**src/rtl/vga_fb_scan_if.sv**
```systemverilog
// Frame-buffer read port as seen from the VGA scan-out stage.
// No handshake: the scanner issues addr_out every clk and data_in returns one clk later.
interface vga_fb_scan_if #(
   parameter int AW = 15,
   parameter int DW = 3
);
   logic [AW-1:0] addr_out;
   logic [DW-1:0] data_in;

   modport master (output addr_out, input data_in);
   modport slave  (input addr_out, output data_in);
endinterface

```
**src/rtl/vga_fb_scan.sv**
```systemverilog
// VGA 640x480@60 scan-out: timing counters, 4x upscaled frame-buffer addressing,
// and a 3-stage pipeline that keeps rgb, syncs, de, vblank and frame_start aligned.
module vga_fb_scan #(
   parameter int AW          = 15,
   parameter int DW          = 3,
   parameter int FB_W        = 160,
   parameter int SCALE_SHIFT = 2,
   parameter int H_VIS       = 640,
   parameter int H_FP        = 16,
   parameter int H_SYNC      = 96,
   parameter int H_BP        = 48,
   parameter int V_VIS       = 480,
   parameter int V_FP        = 10,
   parameter int V_SYNC      = 2,
   parameter int V_BP        = 33
) (
   input  logic             clk,
   input  logic             reset,
   vga_fb_scan_if.master    fb,
   output logic [DW-1:0]    rgb,
   output logic             hsync,
   output logic             vsync,
   output logic             de,
   output logic             frame_start,
   output logic             vblank
);
   localparam int H_TOT = H_VIS + H_FP + H_SYNC + H_BP;
   localparam int V_TOT = V_VIS + V_FP + V_SYNC + V_BP;

   typedef struct packed {
      logic vis;
      logic hs;
      logic vs;
      logic vb;
      logic fs;
   } ctl_t;

   // Syncs are active low, so the idle control word keeps them high.
   localparam ctl_t CTL_IDLE = '{vis: 1'b0, hs: 1'b1, vs: 1'b1, vb: 1'b0, fs: 1'b0};

   logic [9:0]    h_cnt_q, h_cnt_d;
   logic [9:0]    v_cnt_q, v_cnt_d;
   logic [AW-1:0] addr_q, addr_d;
   ctl_t          ctl0;
   ctl_t          ctl1_q, ctl1_d;
   ctl_t          ctl2_q, ctl2_d;
   ctl_t          ctl3_q, ctl3_d;
   logic [DW-1:0] rgb_q, rgb_d;

   always_comb begin
      h_cnt_d = h_cnt_q + 10'd1;
      v_cnt_d = v_cnt_q;
      if (h_cnt_q == 10'(H_TOT - 1)) begin
         h_cnt_d = '0;
         v_cnt_d = (v_cnt_q == 10'(V_TOT - 1)) ? '0 : v_cnt_q + 10'd1;
      end
   end

   always_comb begin
      ctl0.vis = (h_cnt_q < 10'(H_VIS)) && (v_cnt_q < 10'(V_VIS));
      ctl0.hs  = !((h_cnt_q >= 10'(H_VIS + H_FP)) && (h_cnt_q < 10'(H_VIS + H_FP + H_SYNC)));
      ctl0.vs  = !((v_cnt_q >= 10'(V_VIS + V_FP)) && (v_cnt_q < 10'(V_VIS + V_FP + V_SYNC)));
      ctl0.vb  = (v_cnt_q >= 10'(V_VIS));
      ctl0.fs  = (h_cnt_q == '0) && (v_cnt_q == '0);
   end

   // Address only advances on visible pixels, so it freezes on the line's last pixel in blanking.
   always_comb begin
      addr_d = addr_q;
      if (ctl0.vis) begin
         addr_d = AW'(AW'(v_cnt_q >> SCALE_SHIFT) * AW'(FB_W) + AW'(h_cnt_q >> SCALE_SHIFT));
      end
      ctl1_d = ctl0;
      ctl2_d = ctl1_q;
      ctl3_d = ctl2_q;
      rgb_d  = ctl2_q.vis ? fb.data_in : '0;
   end

   always_ff @(posedge clk) begin
      if (!reset) begin
         h_cnt_q <= '0;
         v_cnt_q <= '0;
         addr_q  <= '0;
         ctl1_q  <= CTL_IDLE;
         ctl2_q  <= CTL_IDLE;
         ctl3_q  <= CTL_IDLE;
         rgb_q   <= '0;
      end else begin
         h_cnt_q <= h_cnt_d;
         v_cnt_q <= v_cnt_d;
         addr_q  <= addr_d;
         ctl1_q  <= ctl1_d;
         ctl2_q  <= ctl2_d;
         ctl3_q  <= ctl3_d;
         rgb_q   <= rgb_d;
      end
   end

   assign fb.addr_out  = addr_q;
   assign rgb          = rgb_q;
   assign hsync        = ctl3_q.hs;
   assign vsync        = ctl3_q.vs;
   assign de           = ctl3_q.vis;
   assign vblank       = ctl3_q.vb;
   assign frame_start  = ctl3_q.fs;
endmodule

```
**src/flat_wrapper.sv**
```systemverilog
// flat-port wrapper written by rule: the top's interface ports become plain ports
module vga_fb_scan_flat 
#(
   parameter int AW          = 15,
   parameter int DW          = 3,
   parameter int FB_W        = 160,
   parameter int SCALE_SHIFT = 2,
   parameter int H_VIS       = 640,
   parameter int H_FP        = 16,
   parameter int H_SYNC      = 96,
   parameter int H_BP        = 48,
   parameter int V_VIS       = 480,
   parameter int V_FP        = 10,
   parameter int V_SYNC      = 2,
   parameter int V_BP        = 33
)
  (clk, reset, rgb, hsync, vsync, de, frame_start, vblank, fb_addr_out, fb_data_in);
  vga_fb_scan_if #(.AW(AW), .DW(DW)) fb_i ();
  input  logic clk;
  input  logic reset;
  output logic [DW-1:0] rgb;
  output logic hsync;
  output logic vsync;
  output logic de;
  output logic frame_start;
  output logic vblank;
  output wire logic [$bits(fb_i.addr_out)-1:0] fb_addr_out;
  input wire logic [$bits(fb_i.data_in)-1:0] fb_data_in;
  assign fb_addr_out = fb_i.addr_out;
  assign fb_i.data_in = fb_data_in;
  vga_fb_scan #(.AW(AW), .DW(DW), .FB_W(FB_W), .SCALE_SHIFT(SCALE_SHIFT), .H_VIS(H_VIS), .H_FP(H_FP), .H_SYNC(H_SYNC), .H_BP(H_BP), .V_VIS(V_VIS), .V_FP(V_FP), .V_SYNC(V_SYNC), .V_BP(V_BP)) u_core (.clk(clk), .reset(reset), .fb(fb_i), .rgb(rgb), .hsync(hsync), .vsync(vsync), .de(de), .frame_start(frame_start), .vblank(vblank));
endmodule
```
**config.mk**
```make
export PLATFORM = sky130hd
export DESIGN_NAME = vga_fb_scan_flat
export DESIGN_NICKNAME = d
export VERILOG_FILES = /design/src/rtl/vga_fb_scan_if.sv /design/src/rtl/vga_fb_scan.sv /design/src/flat_wrapper.sv
export SDC_FILE = /design/constraint.sdc
export NUM_CORES = 1
export LEC_CHECK = 0
export BUFFER_PORTS_ARGS = -buffer_cell sky130_fd_sc_hd__buf_4
export CAP_MARGIN = 20
export CELL_PAD_IN_SITES_DETAIL_PLACEMENT = 2
export CELL_PAD_IN_SITES_GLOBAL_PLACEMENT = 2
export CORE_MARGIN = 8
export CORE_UTILIZATION = 39
export CTS_CLUSTER_SIZE = 24
export DETAILED_ROUTE_END_ITERATION = 6
export PLACE_DENSITY_LB_ADDON = 0.2
export SLEW_MARGIN = 10
export SYNTH_ARGS = -nofsm -noshare
export SYNTH_HDL_FRONTEND = slang
export SYNTH_SLANG_ARGS = --single-unit
```
**constraint.sdc**
```tcl
create_clock -name clk -period 7.5 [get_ports clk]
set_input_delay 0.75 -clock clk [delete_from_list [all_inputs] [get_ports clk]]
set_output_delay 0.75 -clock clk [all_outputs]
set_load 0.02 [all_outputs]
```
# ---- After elaboration in Yosys (flattened, before gate mapping)
# Cells that the tools add are included.
dict set report word_totals {
  input_bits 5
  reg_bits 53
  output_inout_bits 23
  word_cells 44
}
dict set report op_classes {
  order_cmp 7
  add_sub_neg 3
  reduce_logical 10
  n_mul 1
  mux 1
  bitwise 1
  eq_ne 2
}
# operator count
set op_table {}
lappend op_table {{$add A10 B1 Y10 const B} 2}
lappend op_table {{$eq A10 B10 Y1 const B} 2}
lappend op_table {{$ge A10 B9 Y1 const B} 2}
lappend op_table {{$logic_not A10 Y1} 2}
lappend op_table {{$lt A10 B10 Y1 const B} 2}
lappend op_table {{$lt A10 B9 Y1 const B} 2}
lappend op_table {{$add A15 B8 Y15} 1}
lappend op_table {{$ge A10 B10 Y1 const B} 1}
lappend op_table {{$mul A8 B3 Y10 const B} 1}
lappend op_table {{$mux W10} 1}
lappend op_table {{$logic_and A1 B1 Y1} 4}
lappend op_table {{$logic_not A1 Y1} 2}
lappend op_table {{$reduce_and A2 Y1} 1}
lappend op_table {{$reduce_or A2 Y1} 1}
lappend op_table {{$not A1 Y1} 1}

# ---- Logic depth before layout (Yosys ltp)
# Gate-level depths: netlist (run 1).
dict set report depth {
  word_depth 3
  mapped_depth 9
  ltp_nobuf 9
}

# ---- Worst setup path after synthesis (run 1)
# OpenSTA, ideal clock, no wires.
dict set report synth_path {
  path_kind {reg2reg}
  start {register u_core.v_cnt_q[5]}
  end {register u_core.addr_q[14], in the netlist u_core.fb.addr_out[14]}
  required_ns 7.426
  stages_incl_launch_ff 10
  setup_ns 0.074
  slack_ns 4.825
  arrival_ns 2.601
  n_path_buf 0
  synth_period_minus_slack_ns 2.675
  path_cell_list {dfxtp_1 > ha_1 > ha_1 > inv_1 > fa_1 > nand2b_1 > nor4_1 > nand3_1 > or4b_1 > a31oi_1}
}
dict set report synth_via {
  elab_chain_len 2
}
# element line_no
set synth_rtl {}
lappend synth_rtl {{start, declared} vga_fb_scan.sv:42} ;# logic [9:0] v_cnt_q, v_cnt_d;
lappend synth_rtl {{start signal, assigned} vga_fb_scan.sv:90} ;# v_cnt_q <= v_cnt_d;
lappend synth_rtl {{$mul A8 B3 Y10 or $lt A10 B9 Y1 (tied branches)} {vga_fb_scan.sv:71, vga_fb_scan.sv:60}}
lappend synth_rtl {{$add A15 B8 Y15 or $logic_and A1 B1 Y1 (tied branches)} {vga_fb_scan.sv:71, vga_fb_scan.sv:60}}
lappend synth_rtl {{end signal, assigned} vga_fb_scan.sv:91} ;# addr_q <= addr_d;
lappend synth_rtl {{end, declared} vga_fb_scan.sv:43} ;# logic [AW-1:0] addr_q, addr_d;
# Several ways; a longest one is shown, not always the timed one.
# A chain may end at the register's enable or synchronous reset.

# ---- Worst setup path after layout (run 1)
# Same ends and word-level chain as after synthesis.

==> impl_results.md, run 1 <==
- Run status: complete, no violations
- Worst Tran Pin Value: 1.066 ns
- Number of buffers between clock root and the deepest sink: 2
- Portion of synthesized cell area occupied by the leading cell type: 0.4093
- Cell type with the largest total area after synthesis: sky130_fd_sc_hd__dfxtp_1
- Count of routing violations after the opening detailed-route iteration: 60
- Setup Total Neg Slack: 0 ns
- Fraction of the core area covered by cells at the end of the flow: 0.4622
- Post-synthesis net count: 306
- Max Fanout on Critical Path: 7
- Worst hold-check path type: reg2reg
- Launch point of the worst reg-to-reg path: u_core.v_cnt_q[5]
- NumNets Final: 331
- Placement Rows: 29
- EDFF count, synth: 0
- Initial cell density of the core: 0.4060
- Count of hold-fix buffers inserted at cts: 0
- Most common flop cell mapped by yosys: sky130_fd_sc_hd__dfxtp_1
- CTS tree: done
- Number of iterations in the first detailed-routing pass: 4
- Worst-skew pair later-pin latency: 0.32 ns
- Proportion of synthesized flip-flops having asynchronous set or reset: 0
- Combinational group share of total power: 0.033
- Switching Fraction: 0.2489
- Clock root cell: sky130_fd_sc_hd__clkbuf_8
- Setup-violating endpoint count in the final report: 0
- Area growth, synth to finish: 13.85%
- Fmax: 0.3277 GHz
- Kind of start point of the critical path: flip-flop
- Post-synthesis register bit count: 53
- Max rail drop VDD: 0.0001036 V
- # clock sinks: 53
- Slowest Stage Delay on Critical Path: 0.51 ns
- Post-route antenna net violation count: 0
- CP endpoint kind: flip-flop
- Portion of the post-synthesis area used by sequential elements: 0.4093
- H-tree depth reported by CTS: 2
- Clock slew at the register clock pins of the worst setup and hold paths: 0.11 ns
- Number of design rule violations left after detail routing: 0
- Number of CTS-inserted buffers: 5
- Number of antenna violations at the first check in global routing: 0
- Clock power share: 0.366
- PwrDens: 162.3 nW/um^2
- Most common library cell in the layout ignoring fill and taps: sky130_fd_sc_hd__dfxtp_1
- N_diodes: 0
- Largest net degree at the start of global routing: 23
- Static leakage power: 0.001310 uW
- Total standard cell area after synthesis: 2592 sq um
- Per-cell routed wire length: 17.54 um
- Worst Path Required: 7.75 ns
- DR vias/cell: 5.350
- Synth unique cells: 49
- Yosys warning total: 0
- Boundary pin count: 28
- Per-instance average area after synthesis: 9.259 sq um
- Cell with the most instances on the worst path: sky130_fd_sc_hd__ha_1
- Worst Clk Skew: 0.005708 ns
- Period utilization: 0.4069
- Number of filler instances in the final layout: 709
- Sequential share of power: 0.601
- Launch point of the worst path: u_core.v_cnt_q[5]
- Number of max-slew violations in the final report: 0
- Net Switching: 119.2 uW
- Ordered list of cells on the worst path: ha_1 > ha_1 > inv_1 > fa_1 > nand2b_1 > nor4_1 > nand3_1 > or4b_1 > a31oi_1
- Internal power contribution: 359.7 uW
- Total Wirelength: 6716 um
- Layout cell share with drive strength beyond 1: 0.1405
- Y dimension of the die: 97.53 um
- Hold Violations, Final: 0
- Slowest cell on the critical path: sky130_fd_sc_hd__or4b_1
- Die W: 97.53 um
- Dominant cells by area after synthesis: sky130_fd_sc_hd__dfxtp_1 (41%), sky130_fd_sc_hd__ha_1 (9.2%), sky130_fd_sc_hd__nor2_1 (5.5%)
- Highest-count cells in the layout ignoring fill and taps: sky130_fd_sc_hd__dfxtp_1 (53), sky130_fd_sc_hd__nor2_1 (38), sky130_fd_sc_hd__buf_4 (27)
- Post-CTS setup repair buffer count: 0
- Overall track demand over capacity in global routing: 0.1485
- Final weighted congestion in routability-driven placement: 0.7447
- GRT overflow: 0
- First-pass GRT wire length: 11850 um
- Data arrival time of the worst path: 3.30 ns
- Minimum clock period: 3.052 ns
- Count of input and output buffers: 27
- Die outline area: 9512 sq um
- Slew Limit Headroom: 0.2894
- Synthesized instance count: 280
- Number of maximum-capacitance constraint violations: 0
- Overall via count from detail_route: 2049
- RSZ-0062 raised after global routing: false
- Type of the worst setup path: reg2reg
- Startpoint of the worst hold path: u_core.ctl2_q[3]
- Number of global-route vias before repair: 2320
- Area inside the core boundary: 6386 sq um
- Total of cells resized after clock tree synthesis: 0
- DP HPWL: 4988 um
layer usage:
metal	track usage	wire, um
met4	0.03497	60
met3	0.03627	252
met2	0.2525	3166
met5	0	0
met1	0.1823	3237
layout make-up:
type	instances	area (sq um)	area share
Multi-Input combinational cell	204	1444	0.4892
Sequential cell	53	1061	0.3595
Timing Repair Buffer	27	202.7	0.06867
Tap cell	77	96.34	0.03264
Clock buffer	5	68.82	0.02331
Inverter	14	52.55	0.01780
Clock inverter	3	26.28	0.008902
power groups by stage:
stage	Sequential, uW	Combinational (uW)	Clock (uW)
3_3_place_gp	294	15.7	0
4_1_cts	288	16.3	183
5_1_grt	289	18.1	190
6_report	288	15.9	175
3_5_place_dp	295	16.0	0
2_1_floorplan	295	8.50	0
cell families after synthesis:
kind of cell,synth area share
AND/OR/NAND/NOR,0.2389
adder cells (fa/ha/maj),0.1071
buffers and inverters,0.03378
multiplexers,0.03475
XOR/XNOR,0.08446
AO/OA/AOI/OAI,0.09170
flip-flops,0.4093
metrics by stage:
step           hold slack, ns  setup WS, ns  std cells  area (sq um)  total power [uW]
2_1_floorplan          0.3863         4.825        280          2592             303.5
3_3_place_gp           0.3882         4.674        375          2856             310.0
3_5_place_dp           0.3979         4.495        375          2856             310.6
4_1_cts                0.4232         4.424        383          2952             487.3
5_1_grt                0.4337         4.239        383          2952             496.8
6_report               0.4193         4.448        383          2952             478.9
worst max-delay path, delay by kind of cell (launching register included):
| kind | cells | cell delay [ns] |
|---|---|---|
| and+or+nand+nor | 4 | 1.29 |
| adders and majority gates | 3 | 0.98 |
| DFF | 1 | 0.47 |
| AOI/OAI and AO/OA | 1 | 0.17 |
| buffers and inverters | 1 | 0.07 |
synth_stat cells (all sizes together), types with 3 or more instances:
cell type  instances
inv               14
and3              10
nor3               7
and4               3
nor2b              4
a21oi              5
nand3             10
nor4               3
xor2              12
o21ai              7
dfxtp             53
nor2              38
nand2b             7
nand4              8
ha                19
mux2i              9
nand2             11
xnor2             13
clkbuf             7
a211oi             5
and2               8
state kept, by name, indices dropped and copies added, names as in the netlist:
name                count
u_core.ctl2_q           5
u_core.vsync            1
u_core.de               1
u_core.h_cnt_q         10
u_core.v_cnt_q         10
u_core.hsync            1
u_core.rgb              3
u_core.frame_start      1
u_core.ctl1_q           5
u_core.vblank           1
u_core.fb.addr_out     15
path summary, 6_finish.rpt:
check,slack [ns],cells after the start,to
min reg2reg,0.42,1,u_core.hsync
min,0.42,1,u_core.hsync
max,4.45,9,u_core.fb.addr_out[14]
max reg2reg,4.45,9,u_core.fb.addr_out[14]
Note: power is estimated with default switching activity, not from simulation.
==> inputs of run 2 (changes only) <==
ABC_AREA = 1   (was not set)
CORE_UTILIZATION = 31   (was 39)
clock period = 2.8 ns   (was 7.5 ns; I/O delays follow)
==> run 2 against run 1 <==
Net effect: combinational power increased to 3.2 times the previous value; critical path type unchanged; routed wire length is 13% higher; count of clock-buffer cells in the layout is the same; sequential cell count stayed put; synthesized area increased by 6.0%; fmax grew 23%; clock skew grew 0.0013 ns.
==> impl_results.md, run 2 <==
- Run status: complete, no violations (unchanged)
- Non-Filler Cell Area, Final: 3146 sq um (was 2952 sq um)
- Most used standard cell by instance count after synthesis: sky130_fd_sc_hd__nand2_1 (was sky130_fd_sc_hd__dfxtp_1)
- Number of antenna violations at the first check in global routing: 0 (unchanged)
- DP HPWL: 6146 um (was 4988 um)
- Fmax: 0.4016 GHz (was 0.3277 GHz)
- Worst hold-check path type: in2reg (was reg2reg)
- DR vias/cell: 4.869 (was 5.350)
- Portion of the post-synthesis area used by sequential elements: 0.3862 (was 0.4093)
- Largest net degree at the start of global routing: 28 (was 23)
- Count of routing violations after the opening detailed-route iteration: 37 (was 60)
- Max reg flops: 15 (unchanged)
- Overall track demand over capacity in global routing: 0.1301 (was 0.1485)
- Area growth, synth to finish: 14.48% (was 13.85%)
- Count of input and output buffers: 27 (unchanged)
- Cell type with the largest total area after synthesis: sky130_fd_sc_hd__dfxtp_1 (unchanged)
- Worst Path Required: 3.07 ns (was 7.75 ns)
- PwrDens: 408.9 nW/um^2 (was 162.3 nW/um^2)
- Hold Violations, Final: 0 (unchanged)
- Count of hold-fix buffers inserted at cts: 0 (unchanged)
- Most common flop cell mapped by yosys: sky130_fd_sc_hd__dfxtp_1 (unchanged)
- Number of maximum-capacitance constraint violations: 0 (unchanged)
- Slew Limit Headroom: 0.7431 (was 0.2894)
- Number of iterations in the first detailed-routing pass: 4 (unchanged)
- Data arrival time of the worst path: 2.76 ns (was 3.30 ns)
- Clock slew at the register clock pins of the worst setup and hold paths: 0.11 ns (about the same)
- Die outline area: 12130 sq um (was 9512 sq um)
- Highest-count cells in the layout ignoring fill and taps: sky130_fd_sc_hd__nand2_1 (60), sky130_fd_sc_hd__inv_1 (55), sky130_fd_sc_hd__dfxtp_1 (53) (was sky130_fd_sc_hd__dfxtp_1 (53), sky130_fd_sc_hd__nor2_1 (38), sky130_fd_sc_hd__buf_4 (27))
- Multi-input gate area: 1409 sq um (was 1444 sq um)
- Final weighted congestion in routability-driven placement: 0.8113 (was 0.7447)
- Worst-skew pair later-pin latency: 0.31 ns (was 0.32 ns)
- Static leakage power: 0.001481 uW (was 0.001310 uW)
- Number of design rule violations left after detail routing: 0 (unchanged)
- Area inside the core boundary: 8678 sq um (was 6386 sq um)
- Clock root cell: sky130_fd_sc_hd__clkbuf_8 (unchanged)
- Per-instance average area after synthesis: 7.675 sq um (was 9.259 sq um)
- Layout cell share with drive strength beyond 1: 0.1654 (was 0.1405)
- Finished Layout Cells: 495 (was 383)
- Overall via count from detail_route: 2410 (was 2049)
- Post-Place Setup Slack: 0.3013 ns (was 4.495 ns)
- Setup Total Neg Slack: 0 ns (unchanged)
- Initial cell density of the core: 0.3166 (was 0.4060)
- Dominant cells by area after synthesis: sky130_fd_sc_hd__dfxtp_1 (39%), sky130_fd_sc_hd__ha_1 (8.7%), sky130_fd_sc_hd__nand2_1 (8.2%) (was sky130_fd_sc_hd__dfxtp_1 (41%), sky130_fd_sc_hd__ha_1 (9.2%), sky130_fd_sc_hd__nor2_1 (5.5%))
- Yosys warning total: 0 (unchanged)
- RSZ-0062 raised after global routing: false (unchanged)
- CTS tree: done (unchanged)
- Launch point of the worst path: u_core.v_cnt_q[5] (unchanged)
- CP endpoint kind: flip-flop (unchanged)
- Post-route antenna net violation count: 0 (unchanged)
- Post-synthesis net count: 384 (was 306)
- Area after DPL: 3050 sq um (was 2856 sq um)
- Die W: 110.1 um (was 97.53 um)
- Most common library cell in the layout ignoring fill and taps: sky130_fd_sc_hd__nand2_1 (was sky130_fd_sc_hd__dfxtp_1)
- Synthesized instance count: 358 (was 280)
- Commonest cells post-synth: sky130_fd_sc_hd__nand2_1 (60), sky130_fd_sc_hd__inv_1 (55), sky130_fd_sc_hd__dfxtp_1 (53) (was sky130_fd_sc_hd__dfxtp_1 (53), sky130_fd_sc_hd__nor2_1 (38), sky130_fd_sc_hd__ha_1 (19))
- Synth unique cells: 40 (was 49)
- Number of global-route vias before repair: 2599 (was 2320)
- N_diodes: 0 (unchanged)
- Total of cells resized after clock tree synthesis: 0 (unchanged)
- Proportion of synthesized flip-flops having asynchronous set or reset: 0 (unchanged)
- First-pass GRT wire length: 12660 um (was 11850 um)
- Worst Clk Skew: 0.007020 ns (was 0.005708 ns)
- Kind of start point of the critical path: flip-flop (unchanged)
- GRT overflow: 0 (unchanged)
- Placed cells: 487 (was 375)
- Max rail drop VDD: 0.0002468 V (was 0.0001036 V)
- Total standard cell area after synthesis: 2748 sq um (was 2592 sq um)
- Number of max-slew violations in the final report: 0 (unchanged)
- NumNets Final: 412 (was 331)
- Y dimension of the die: 110.1 um (was 97.53 um)
- Post-synthesis register bit count: 53 (unchanged)
- Setup-violating endpoint count in the final report: 0 (unchanged)
- # clock sinks: 53 (unchanged)
- Total Wirelength: 7587 um (was 6716 um)
- EDFF count, synth: 0 (unchanged)
- Boundary pin count: 28 (unchanged)
- Per-cell routed wire length: 15.33 um (was 17.54 um)
- Max Fanout on Critical Path: 7 (unchanged)
- Worst Tran Pin Value: 0.3850 ns (was 1.066 ns)
- Storage cell area: 1061 sq um (unchanged)
- Number of filler instances in the final layout: 1043 (was 709)
- Period utilization: 0.8893 (was 0.4069)
- Startpoint of the worst hold path: fb_data_in[1] (was u_core.ctl2_q[3])
- Post-CTS setup repair buffer count: 0 (unchanged)
- H-tree depth reported by CTS: 2 (unchanged)
- Launch point of the worst reg-to-reg path: u_core.v_cnt_q[5] (unchanged)
- Final worst setup slack: 0.3101 ns (was 4.448 ns)
- Number of buffers between clock root and the deepest sink: 2 (unchanged)
- Portion of synthesized cell area occupied by the leading cell type: 0.3862 (was 0.4093)
- Placement Rows: 34 (was 29)
- Type of the worst setup path: reg2reg (unchanged)
- Number of CTS-inserted buffers: 5 (unchanged)
- Minimum clock period: 2.490 ns (was 3.052 ns)
## run 2: critical path, stage by stage, from the launching register on
cell and delay (ns):
sky130_fd_sc_hd__dfxtp_1 0.46, sky130_fd_sc_hd__ha_1 0.28, sky130_fd_sc_hd__ha_1 0.23, sky130_fd_sc_hd__inv_1 0.08
sky130_fd_sc_hd__fa_1 0.44, sky130_fd_sc_hd__nor2_1 0.24, sky130_fd_sc_hd__nand2_1 0.10, sky130_fd_sc_hd__nor2_1 0.14
sky130_fd_sc_hd__nand2_1 0.08, sky130_fd_sc_hd__nor2_2 0.12, sky130_fd_sc_hd__nand3_1 0.09, sky130_fd_sc_hd__nand3_1 0.09
sky130_fd_sc_hd__nand2_1 0.05, sky130_fd_sc_hd__inv_1 0.04
## run 2: layout make-up
| class | count | share of cell area |
|---|---|---|
| multi-input combinational | 237 | 0.4479 |
| tap | 108 | 0.04296 |
| sequential | 53 | 0.3373 |
| inverter | 60 | 0.07239 |
| clock inverter | 3 | 0.008353 |
| timing repair buffer | 29 | 0.06921 |
| clock buffer | 5 | 0.02188 |
## run 2: cells by family after synthesis
group,after synthesis,share of synthesized area
AOI/OAI and AO/OA,47,0.09609
xor gates and xnor gates,9,0.03142
DFF,53,0.3862
buffers and inverters,68,0.1011
adders and majority gates,21,0.1011
and+or+nand+nor,160,0.2841
## run 2: report_power, final
group | internal [uW] | leakage (uW) | switching, uW
logic | 19.8 | 0.00101 | 31.2
clock network | 183 | 0.0000423 | 282
registers | 764 | 0.000429 | 6.26
## run 2: worst paths after layout
path	to	slack, ns	cells past startpoint
hold / removal	u_core.rgb[1]	0.18	3
setup / recovery	u_core.fb.addr_out[14]	0.31	13
hold reg to reg	u_core.ctl2_q[2]	0.43	1
setup reg to reg	u_core.fb.addr_out[14]	0.31	13
## run 2: through the flow
stage / hold slack, ns / utilization / power, uW
finish: 0.1784 / 0.3625 / 1286
global placement: 0.3952 / 0.3515 / 837.5
detailed placement: 0.4049 / 0.3515 / 839.9
CTS: 0.1731 / 0.3625 / 1306
global route: 0.1720 / 0.3625 / 1341
floorplan: 0.3905 / - / 819.9
## run 2: routing by layer
layer  vias up  routed length (um)  GRT usage
li1       1206                   -          -
met1      1169                3556     0.1622
met2        31                3685     0.2299
met3         4                 301    0.02442
met4         0                  44    0.02284
met5         -                   0          0
==> inputs of run 3 (changes only) <==
CORE_MARGIN = not set   (was 8)
==> run 3 against run 2 <==
Net effect: final area rose by 0.12%; sequential power barely moved; clock skew rose by 0.0012 ns; critical path depth did not move; routed wire length fell by 4.1%; worst hold slack got worse by 0.0040 ns; setup slack got worse by 0.013 ns; first-iteration DRC count rose by 65%; via count rose by 0.29%; utilization rose by 1.3 points; fmax fell by 0.51%; largest cell class unchanged.
==> impl_results.md, run 3 (same netlist as run 2, synthesis figures left out) <==
- Flop-to-flop setup slack: 0.30 ns (was 0.31 ns)
- End of the worst register-to-register path: u_core.fb.addr_out[14] (unchanged)
- Overall via count from detail_route: 2417 (was 2410)
- DR vias/cell: 4.903 (was 4.869)
- Number of CTS-inserted buffers: 5 (unchanged)
- Layout cell share with drive strength beyond 1: 0.1675 (was 0.1654)
- Number of design rule violations left after detail routing: 0 (unchanged)
- Minimum clock period: 2.503 ns (was 2.490 ns)
- Period utilization: 0.8938 (was 0.8893)
- Fmax: 0.3996 GHz (was 0.4016 GHz)
- Worst Clk Skew: 0.008194 ns (was 0.007020 ns)
- Worst-skew pair later-pin latency: 0.31 ns (about the same)
- Setup-violating endpoint count in the final report: 0 (unchanged)
- Max Fanout on Critical Path: 6 (was 7)
- Number of filler instances in the final layout: 981 (was 1043)
- RSZ-0062 raised after global routing: false (unchanged)
- Die outline area: 9244 sq um (was 12130 sq um)
- Min-Delay Path Depth: 3 (unchanged)
- Initial cell density of the core: 0.3278 (was 0.3166)
- Boundary pin count: 28 (unchanged)
- Placement Rows: 33 (was 34)
- Die W: 96.15 um (was 110.1 um)
- Area inside the core boundary: 8382 sq um (was 8678 sq um)
- Post-route total power: 1287 uW (was 1286 uW)
- Slew Limit Headroom: 0.6854 (was 0.7431)
- Total of cells resized after clock tree synthesis: 0 (unchanged)
- NumNets Final: 413 (was 412)
- # clock sinks: 53 (unchanged)
- Setup Total Neg Slack: 0 ns (unchanged)
- PwrDens: 408.5 nW/um^2 (was 408.9 nW/um^2)
- CTS tree: done (unchanged)
- Final worst setup slack: 0.2974 ns (was 0.3101 ns)
- Total Wirelength: 7279 um (was 7587 um)
- Launch point of the worst reg-to-reg path: u_core.v_cnt_q[3] (was u_core.v_cnt_q[5])
- Worst-case reg-to-reg path depth: 13 (unchanged)
- Post-route antenna net violation count: 0 (unchanged)
- Number of max-slew violations in the final report: 0 (unchanged)
- Post-Place Setup Slack: 0.2844 ns (was 0.3013 ns)
- Static leakage power: 0.001486 uW (was 0.001481 uW)
- Startpoint of the worst hold path: fb_data_in[0] (was fb_data_in[1])
- Area after DPL: 3054 sq um (was 3050 sq um)
- Post-CTS setup repair buffer count: 0 (unchanged)
- N_diodes: 0 (unchanged)
- Count of input and output buffers: 27 (unchanged)
- Data arrival time of the worst path: 2.76 ns (about the same)
- Number of antenna violations at the first check in global routing: 0 (unchanged)
- Count of routing violations after the opening detailed-route iteration: 61 (was 37)
- GRT overflow: 0 (unchanged)
- Y dimension of the die: 96.15 um (was 110.1 um)
- Final weighted congestion in routability-driven placement: 0.8154 (was 0.8113)
- Run status: complete, no violations (unchanged)
- Most common library cell in the layout ignoring fill and taps: sky130_fd_sc_hd__nand2_1 (unchanged)
- Worst Path Required: 3.06 ns (was 3.07 ns)
- Worst hold-check path type: in2reg (unchanged)
- Kind of start point of the critical path: flip-flop (unchanged)
- Hold Path Sink: u_core.rgb[0] (was u_core.rgb[1])
- Max rail drop VDD: 0.0001769 V (was 0.0002468 V)
- Type of the worst setup path: reg2reg (unchanged)
- Per-cell routed wire length: 14.76 um (was 15.33 um)
- Number of iterations in the first detailed-routing pass: 4 (unchanged)
- Overall track demand over capacity in global routing: 0.1739 (was 0.1301)
- Non-Filler Cell Area, Final: 3149 sq um (was 3146 sq um)
- Largest net degree at the start of global routing: 28 (unchanged)
- Count of hold-fix buffers inserted at cts: 0 (unchanged)
- Hold Violations, Final: 0 (unchanged)
- Area growth, synth to finish: 14.62% (was 14.48%)
- Highest-count cells in the layout ignoring fill and taps: sky130_fd_sc_hd__nand2_1 (60), sky130_fd_sc_hd__inv_1 (55), sky130_fd_sc_hd__dfxtp_1 (53) (unchanged)
- Max reg flops: 15 (unchanged)
- First-pass GRT wire length: 12140 um (was 12660 um)
- Number of maximum-capacitance constraint violations: 0 (unchanged)
- Worst Tran Pin Value: 0.4676 ns (was 0.3850 ns)
- CP endpoint kind: flip-flop (unchanged)
- Clock root cell: sky130_fd_sc_hd__clkbuf_8 (unchanged)
- DP HPWL: 5809 um (was 6146 um)
- Number of buffers between clock root and the deepest sink: 2 (unchanged)
- H-tree depth reported by CTS: 2 (unchanged)
- Number of global-route vias before repair: 2520 (was 2599)
- Clock slew at the register clock pins of the worst setup and hold paths: 0.11 ns (about the same)
[run 3: changes by cell type in the layout (fill, tap and decap cells not counted)]
cell                    before  now
sky130_fd_sc_hd__buf_4      29   30
[run 3: through the flow]
step                instances  hold slack, ns    util
floorplan                 358          0.3905       -
global placement          485          0.3950  0.3644
detailed placement        485          0.4001  0.3644
CTS                       493          0.1665  0.3757
global route              493          0.1637  0.3757
finish                    493          0.1744  0.3757
[run 3: critical path, cell delays in order (launching register included)]
cell and delay [ns]:
sky130_fd_sc_hd__dfxtp_1 0.46, sky130_fd_sc_hd__ha_1 0.28, sky130_fd_sc_hd__ha_1 0.23, sky130_fd_sc_hd__inv_1 0.07
sky130_fd_sc_hd__fa_1 0.43, sky130_fd_sc_hd__nor2_1 0.26, sky130_fd_sc_hd__nand2_1 0.09, sky130_fd_sc_hd__nor2_1 0.13
sky130_fd_sc_hd__nand2_1 0.08, sky130_fd_sc_hd__nor2_2 0.13, sky130_fd_sc_hd__nand3_1 0.09, sky130_fd_sc_hd__nand3_1 0.10
sky130_fd_sc_hd__nand2_1 0.06, sky130_fd_sc_hd__inv_1 0.05
[run 3: worst max-delay path by stage]
stage,startpoint,slack [ns],endpoint
2_1_floorplan,u_core.v_cnt_q[5],0.57,u_core.fb.addr_out[13]
3_3_place_gp,u_core.v_cnt_q[5],0.45,u_core.fb.addr_out[13]
3_5_place_dp,u_core.v_cnt_q[5],0.28,u_core.fb.addr_out[14]
4_1_cts,u_core.v_cnt_q[5],0.26,u_core.fb.addr_out[14]
5_1_grt,u_core.v_cnt_q[5],0.06,u_core.fb.addr_out[14]
6_report,u_core.v_cnt_q[3],0.30,u_core.fb.addr_out[14]
[run 3: layout make-up]
| type | count | area (sq um) | area share |
|---|---|---|---|
| inverters | 60 | 227.7 | 0.07231 |
| multi-input cells | 237 | 1409 | 0.4474 |
| clock inverters | 3 | 26.28 | 0.008343 |
| flip-flops and latches | 53 | 1061 | 0.3369 |
| clock buffers | 5 | 68.82 | 0.02185 |
| well taps | 105 | 131.4 | 0.04172 |
| repair buffers | 30 | 225.2 | 0.07151 |
[run 3: report_power, final]
part           switching (uW)  internal (uW)  leakage, uW
combinational            30.6           20.0      0.00101
sequential               5.34            764     0.000429
clock                     284            183    0.0000423
total                     320            966      0.00149
[run 3: per-layer routing]
metal  track usage  share of wire  vias up
met3       0.02686          0.024        5
li1              -              -     1208
met5             0              0        -
met4       0.04104         0.0093        0
met1        0.2170           0.47     1178
met2        0.3109           0.49       26
